$ cat src/rtl/apb_timer_arbiter.sv
// apb_timer_arbiter: round-robin arbiter for two requesters sharing one APB
// master port in front of the timer register block. Each requester presents a
// valid/done handshake; the winner's transfer is sequenced as APB SETUP then
// ACCESS, with an optional bounded wait on pready that aborts with an error.
//
// Ports:
//   pclk, presetn          clock, asynchronous active-low reset
//   reqN_valid/write/addr/wdata   requester N request (held until reqN_done)
//   reqN_done/err/rdata    requester N one-cycle completion, error, read data
//   psel/penable/pwrite/paddr/pwdata/prdata/pready   APB master interface
//   grant_id               requester owning the current/last transfer
//   busy                   high while in SETUP or ACCESS
module apb_timer_arbiter #(
  parameter int unsigned ADDR_W  = 8,
  parameter int unsigned DATA_W  = 32,
  parameter int unsigned TIMEOUT = 16
) (
  input  logic              pclk,
  input  logic              presetn,
  input  logic              req0_valid,
  input  logic              req0_write,
  input  logic [ADDR_W-1:0] req0_addr,
  input  logic [DATA_W-1:0] req0_wdata,
  output logic              req0_done,
  output logic              req0_err,
  output logic [DATA_W-1:0] req0_rdata,
  input  logic              req1_valid,
  input  logic              req1_write,
  input  logic [ADDR_W-1:0] req1_addr,
  input  logic [DATA_W-1:0] req1_wdata,
  output logic              req1_done,
  output logic              req1_err,
  output logic [DATA_W-1:0] req1_rdata,
  output logic              psel,
  output logic              penable,
  output logic              pwrite,
  output logic [ADDR_W-1:0] paddr,
  output logic [DATA_W-1:0] pwdata,
  input  logic [DATA_W-1:0] prdata,
  input  logic              pready,
  output logic              grant_id,
  output logic              busy
);

  localparam int unsigned CNT_W    = (TIMEOUT < 2) ? 1 : $clog2(TIMEOUT + 1);
  localparam int unsigned CNT_LAST = (TIMEOUT == 0) ? 0 : TIMEOUT - 1;
  localparam bit          TO_EN    = (TIMEOUT != 0);

  typedef enum logic [1:0] {
    S_IDLE   = 2'd0,
    S_SETUP  = 2'd1,
    S_ACCESS = 2'd2
  } state_t;

  state_t           r_state;
  logic             r_last_grant;
  logic [CNT_W-1:0] r_cnt;

  // A requester seeing its own done this cycle is still holding the old
  // request, so it must not be granted again yet.
  logic w_elig0;
  logic w_elig1;
  logic w_any;
  logic w_pick;
  assign w_elig0 = req0_valid & ~req0_done;
  assign w_elig1 = req1_valid & ~req1_done;
  assign w_any   = w_elig0 | w_elig1;
  assign w_pick  = (w_elig0 & w_elig1) ? ~r_last_grant : w_elig1;

  // Winner's request fields
  logic              w_win_write;
  logic [ADDR_W-1:0] w_win_addr;
  logic [DATA_W-1:0] w_win_wdata;
  assign w_win_write = w_pick ? req1_write : req0_write;
  assign w_win_addr  = w_pick ? req1_addr  : req0_addr;
  assign w_win_wdata = w_pick ? req1_wdata : req0_wdata;

  // Completion: normal on pready, abort when the wait budget is spent
  logic              w_timeout;
  logic              w_finish;
  logic [DATA_W-1:0] w_rdata;
  assign w_timeout = TO_EN & (r_cnt == CNT_W'(CNT_LAST));
  assign w_finish  = pready | w_timeout;
  assign w_rdata   = (pready & ~pwrite) ? prdata : '0;

  // Arbitration FSM and APB sequencing, all outputs registered
  always_ff @(posedge pclk or negedge presetn) begin
    if (!presetn) begin
      r_state      <= S_IDLE;
      r_last_grant <= 1'b1;
      r_cnt        <= '0;
      psel         <= 1'b0;
      penable      <= 1'b0;
      pwrite       <= 1'b0;
      paddr        <= '0;
      pwdata       <= '0;
      grant_id     <= 1'b0;
      busy         <= 1'b0;
      req0_done    <= 1'b0;
      req0_err     <= 1'b0;
      req0_rdata   <= '0;
      req1_done    <= 1'b0;
      req1_err     <= 1'b0;
      req1_rdata   <= '0;
    end else begin
      req0_done <= 1'b0;
      req1_done <= 1'b0;
      case (r_state)
        S_IDLE: begin
          if (w_any) begin
            pwrite       <= w_win_write;
            paddr        <= w_win_addr;
            pwdata       <= w_win_wdata;
            grant_id     <= w_pick;
            r_last_grant <= w_pick;
            psel         <= 1'b1;
            penable      <= 1'b0;
            busy         <= 1'b1;
            r_state      <= S_SETUP;
          end
        end
        S_SETUP: begin
          penable <= 1'b1;
          r_cnt   <= '0;
          r_state <= S_ACCESS;
        end
        S_ACCESS: begin
          if (w_finish) begin
            psel    <= 1'b0;
            penable <= 1'b0;
            busy    <= 1'b0;
            r_state <= S_IDLE;
            if (grant_id) begin
              req1_done  <= 1'b1;
              req1_err   <= ~pready;
              req1_rdata <= w_rdata;
            end else begin
              req0_done  <= 1'b1;
              req0_err   <= ~pready;
              req0_rdata <= w_rdata;
            end
          end else begin
            r_cnt <= r_cnt + CNT_W'(1);
          end
        end
        default: r_state <= S_IDLE;
      endcase
    end
  end

endmodule
$ cat config.mk
export PLATFORM = sky130hd
export DESIGN_NAME = apb_timer_arbiter
export DESIGN_NICKNAME = d
export VERILOG_FILES = /design/src/rtl/apb_timer_arbiter.sv
export SDC_FILE = /design/constraint.sdc
export NUM_CORES = 1
export LEC_CHECK = 0
export ABC_AREA = 1
export CAP_MARGIN = 20
export CORE_MARGIN = 2
export CORE_UTILIZATION = 39
export CTS_CLUSTER_SIZE = 20
export DETAILED_ROUTE_END_ITERATION = 16
export PLACE_DENSITY = 0.84
export SYNTH_ARGS = -nofsm -noshare
export SYNTH_HDL_FRONTEND = slang
export SYNTH_SLANG_ARGS = --single-unit
$ cat constraint.sdc
create_clock -name pclk -period 1.7 [get_ports pclk]
set_input_delay 0.34 -clock pclk [delete_from_list [all_inputs] [get_ports pclk]]
set_output_delay 0.34 -clock pclk [all_outputs]
set_load 0.01 [all_outputs]
# [Word-level counts from Yosys, hierarchy flattened]
# Cells that the tools add are included.
[word_totals] reg_bits=120 input_bits=119 output_inout_bits=113 elab_cells=66
[op_classes] addsub=1 n_eq_ne=6 n_mux=21 n_bitwise=12 n_reduce_logical=11
[op_table] cell="$mux 32" n=2
[op_table] cell="$reduce_and 3->1" n=4
[op_table] cell="$mux 1" n=11
[op_table] cell="$pmux 5 s2" n=1
[op_table] cell="$mux 8" n=1
[op_table] cell="$ne 2x2->1 const B" n=3
[op_table] cell="$not 1->1" n=6
[op_table] cell="$pmux 2 s3" n=1
[op_table] cell="$reduce_and 2->1" n=3
[op_table] cell="$add 5x1->5 const B" n=1
[op_table] cell="$eq 5x4->1 const B" n=1
[op_table] cell="$mux 5" n=1
[op_table] cell="$and 1x1->1" n=4
[op_table] cell="$mux 2" n=2
[op_table] cell="$reduce_bool 2->1" n=2
[op_table] cell="$pmux 1 s3" n=1
[op_table] cell="$reduce_bool 3->1" n=1
[op_table] cell="$eq 2x1->1 const B" n=1
[op_table] cell="$eq 2x2->1 const B" n=1
[op_table] cell="$logic_not 2->1" n=1
[op_table] cell="$or 1x1->1" n=2
[op_table] cell="$pmux 1 s2" n=1

# [Longest topological paths before layout]
[depth] depth_word=5 mapped_depth=10 depth_no_buf=9

# [Worst setup path after synthesis]
# No wires, ideal clock.
[synth_timing] path_type="register to register" start="register r_cnt[0]" end="register req1_rdata[10]" setup_ns=0.117 arrival_time_ns=1.610 required_time_ns=1.583 setup_slack_ns=-0.027 stages_incl_launch_ff=11 path_cell_list="dfrtp_1 ha_1 and3_1 ha_1 nor2_1 nor2_2 nand2_2 inv_2 buf_4 nand2_1 nand2_1"
[synth_via] elab_chain_len=3
[synth_rtl] item="start: declaration" line="57" source="logic [CNT_W-1:0] r_cnt;"
[synth_rtl] item="start signal: assignment" line="143" source="r_cnt <= r_cnt + CNT_W'(1);"
[synth_rtl] item="$eq 5x4->1" line="82" source="assign w_timeout = TO_EN & (r_cnt == CNT_W'(CNT_LAST));"
[synth_rtl] item="$or 1x1->1" line="83" source="assign w_finish = pready | w_timeout;"
[synth_rtl] item="$reduce_and 3->1 (no line)"
[synth_rtl] item="end signal: assignment" line="136" source="req1_rdata <= w_rdata;"
[synth_rtl] item="end: declaration" line="33" source="output logic [DATA_W-1:0] req1_rdata,"
# No other way between the ends.
# A chain may end at the register's enable or synchronous reset.

# [Worst setup path in the final report]
[layout_timing] start="register r_cnt[0]" end="register req1_rdata[11]"
# Same word-level chain as after synthesis.

==> impl_metrics.csv <==
group,metric,value,unit
synth,synth.lib_cells_used.distinct,19,
setup_path,r2r_cells,9,
setup_path,cp.required,2000,ps
placement,gp_congestion,0.8944,
placement,dp_worst_setup_slack,-241.7,ps
global_route,grt_pass1_vias,5533,
cells_and_area,nets,1137,
setup_path,path_max_fanout,17,
clock_network,htree_levels,4,
cells_and_area,drive_gt1_frac,0.1176,
setup_path,rrSetupSlack,-60,ps
synth,synth_top_family_by_area,"simple AND/OR/NAND/NOR gates",
global_route,grt-ovfl-total,0,
clock_network,clock_sinks,120,
cells_and_area,finalInstanceArea,9437,sq um
synth,synth_compound_area_frac,0.01023,
synth,ys_ff_latch,120,
timing,period_share,1.036,
timing,final-hold-violation-count,0,
route,route.detailed.drc,0,
timing,min_period,1761,ps
synth,synth-seq-area-share,0.5341,
clock_network,cts_buffers,17,
route,first_pass_iters,5,
route,wire_per_inst,15.81,um
clock_network,clock_latency,410,ps
placement,dp_hpwl,12170,um
timing,slew_violations,0,
die,core,13990,sq um
cells_and_area,insertedDiodeCount,0,
global_route,grt_pass1_wl,27360,um
placement,io_buffer_count,231,
min_path,hp-class,"in2async",
synth,yosysTopAreaCell,"dfrtp_1",
synth,syn_nets,883,
timing,slew_headroom,0.6902,
synth,synthTopCellsByArea,"dfrtp_1, nand2_1, inv_1",
timing,max_freq,0.5678,GHz
timing,worstMarginPinSlew,464.8,ps
synth,yosys-mux-area-fraction,0,
power,leakagePower,5.569,nW
synth,synth_xor_area_frac,0.001557,
synth,synth_area_per_cell,7.381,sq um
timing,whs,422.6,ps
synth,synth-simple-area-share,0.3308,
clock_network,cts_tree,"yes",
synth,synthCells,762,
die,die_w,124.1,um
global_route,grt_usage,0.2331,
timing,setup_slack,-61.33,ps
cells_and_area,area_growth,67.79,%
power,power_density,1566,nW/um^2
die,io_pins,232,
clock_network,cts-root-buf,"clkbuf_16",
setup_path,worst-setup-path-type,"reg2reg",
setup_path,arrival,2060,ps
placement,place_area,8322,sq um
global_route,antenna_found_initial,0,
synth,synth_top_cell_area_share,0.5295,
setup_path,crit_path_start_kind,"flop",
power,p_total,14.78,mW
timing,rsz0062_at_grt,"yes",
status,outcome,"finished with violations",
route,vias_per_cell,4.830,
clock_network,cts_buffer_depth,2,
synth,yosys_warnings,0,
power,worst_ir_drop_vdd,0.7568,mV
clock_network,clkSlewWorstSetupHoldPaths,60,ps
die,die_y,124.1,um
cells_and_area,final_common_cell,"nand2_1",
synth,yosys.area_share.adder,0.004449,
route,drtIter0Drc,364,
route,vias,5840,
cells_and_area,final_cell_mix,"nand2_1, clkdlybuf4s50_1, inv_1",
die,die_area,15400,sq um
die,initial_utilization,0.4021,
synth,syn_area,5624,sq um
route,drt_wl_total,19120,um
flow_run,drv_cap,0,
setup_path,cp-end-kind,"flop",
die,placementRows,43,
route,ant_nets,0,
status,violations,"setup timing",
global_route,grt_start_max_net_pins,38,
timing,finalSetupViolations,54,
timing,fin_skew,12.40,ps
-- registers in the layout, summed over array words and instances (netlist names), 2 cells and up --
| name | flops |
|---|---|
| paddr | 8 |
| pwdata | 32 |
| r_cnt | 5 |
| r_state | 2 |
| req0_rdata | 32 |
| req1_rdata | 32 |
-- final cells by class --
cell class / instances / area, sq um
Tap cell: 180 / 225.2
Fill cell: 1129 / 4552
Inverter: 130 / 513.0
Multi-Input combinational cell: 476 / 2127
Timing Repair inverter: 2 / 17.52
Clock buffer: 19 / 442.9
Timing Repair Buffer: 269 / 2932
Clock inverter: 13 / 175.2
Sequential cell: 120 / 3004
-- where the power goes --
part | leakage (nW) | switching, mW | internal [mW]
Combinational | 3.71 | 3.20 | 3.15
Sequential | 1.55 | 0.703 | 3.96
Clock | 0.307 | 1.28 | 2.48
-- repair_timing --
item	CTS	global route
gates resized for setup	21	95
gates cloned	1	6
buffers inserted	1	3
endpoints found under the setup margin	75	104
endpoints found under the hold margin	27	0
hold buffers	1	0
pin swaps	0	9
-- logic make-up (layout without fill, tap and decap cells) --
group	after synthesis	after routing
flip-flops	120	120
AND/OR/NAND/NOR	464	464
AO/OA/AOI/OAI	9	9
adder cells (fa/ha/maj)	2	2
buffers and inverters	166	433
XOR/XNOR	1	1
-- worst max-delay path: stages (launching register included) --
cell and delay (ps):
dfrtp_1 350, ha_2 180, and3_4 200, ha_4 130, nor2_4 40, nor2_4 230
nand2_8 150, clkbuf_16 220, nand2_1 80, nand2_1 60
-- per-stage QoR --
step,util,cells,setup TNS (ps)
finish,0.6746,1209,-1236
global route,0.6746,1209,-6449
CTS,0.6449,1200,-295.6
detailed placement,0.5949,1165,-12120
global placement,0.5949,1165,-9302
floorplan,-,762,0
-- path summary, 6_finish.rpt --
kind / start / endpoint
min reg2reg: r_last_grant / r_last_grant
min: presetn / pwdata[26]
max in group asynchronous: presetn / req0_rdata[0]
min in group pclk: r_last_grant / r_last_grant
max: r_cnt[0] / req1_rdata[11]
max reg2reg: r_cnt[0] / req1_rdata[11]
-- metal layers --
layer  global-route usage  vias up  wire (um)
met5                    0        -          0
met4               0.1025        0        750
met3              0.05403       54       1045
met2               0.4030      257       9817
met1               0.2761     2768       7506
li1                     -     2761          -
-- cell usage after synthesis (all sizes together) --
master	n
a21oi	1
and3	1
buf	23
clkbuf	13
dfrtp	119
dfstp	1
ha	2
inv	130
nand2	339
nand3	85
nor2	39
o21ai	7
o22ai	1
xnor2	1
No activity file was read; power rests on OpenSTA's default activity.
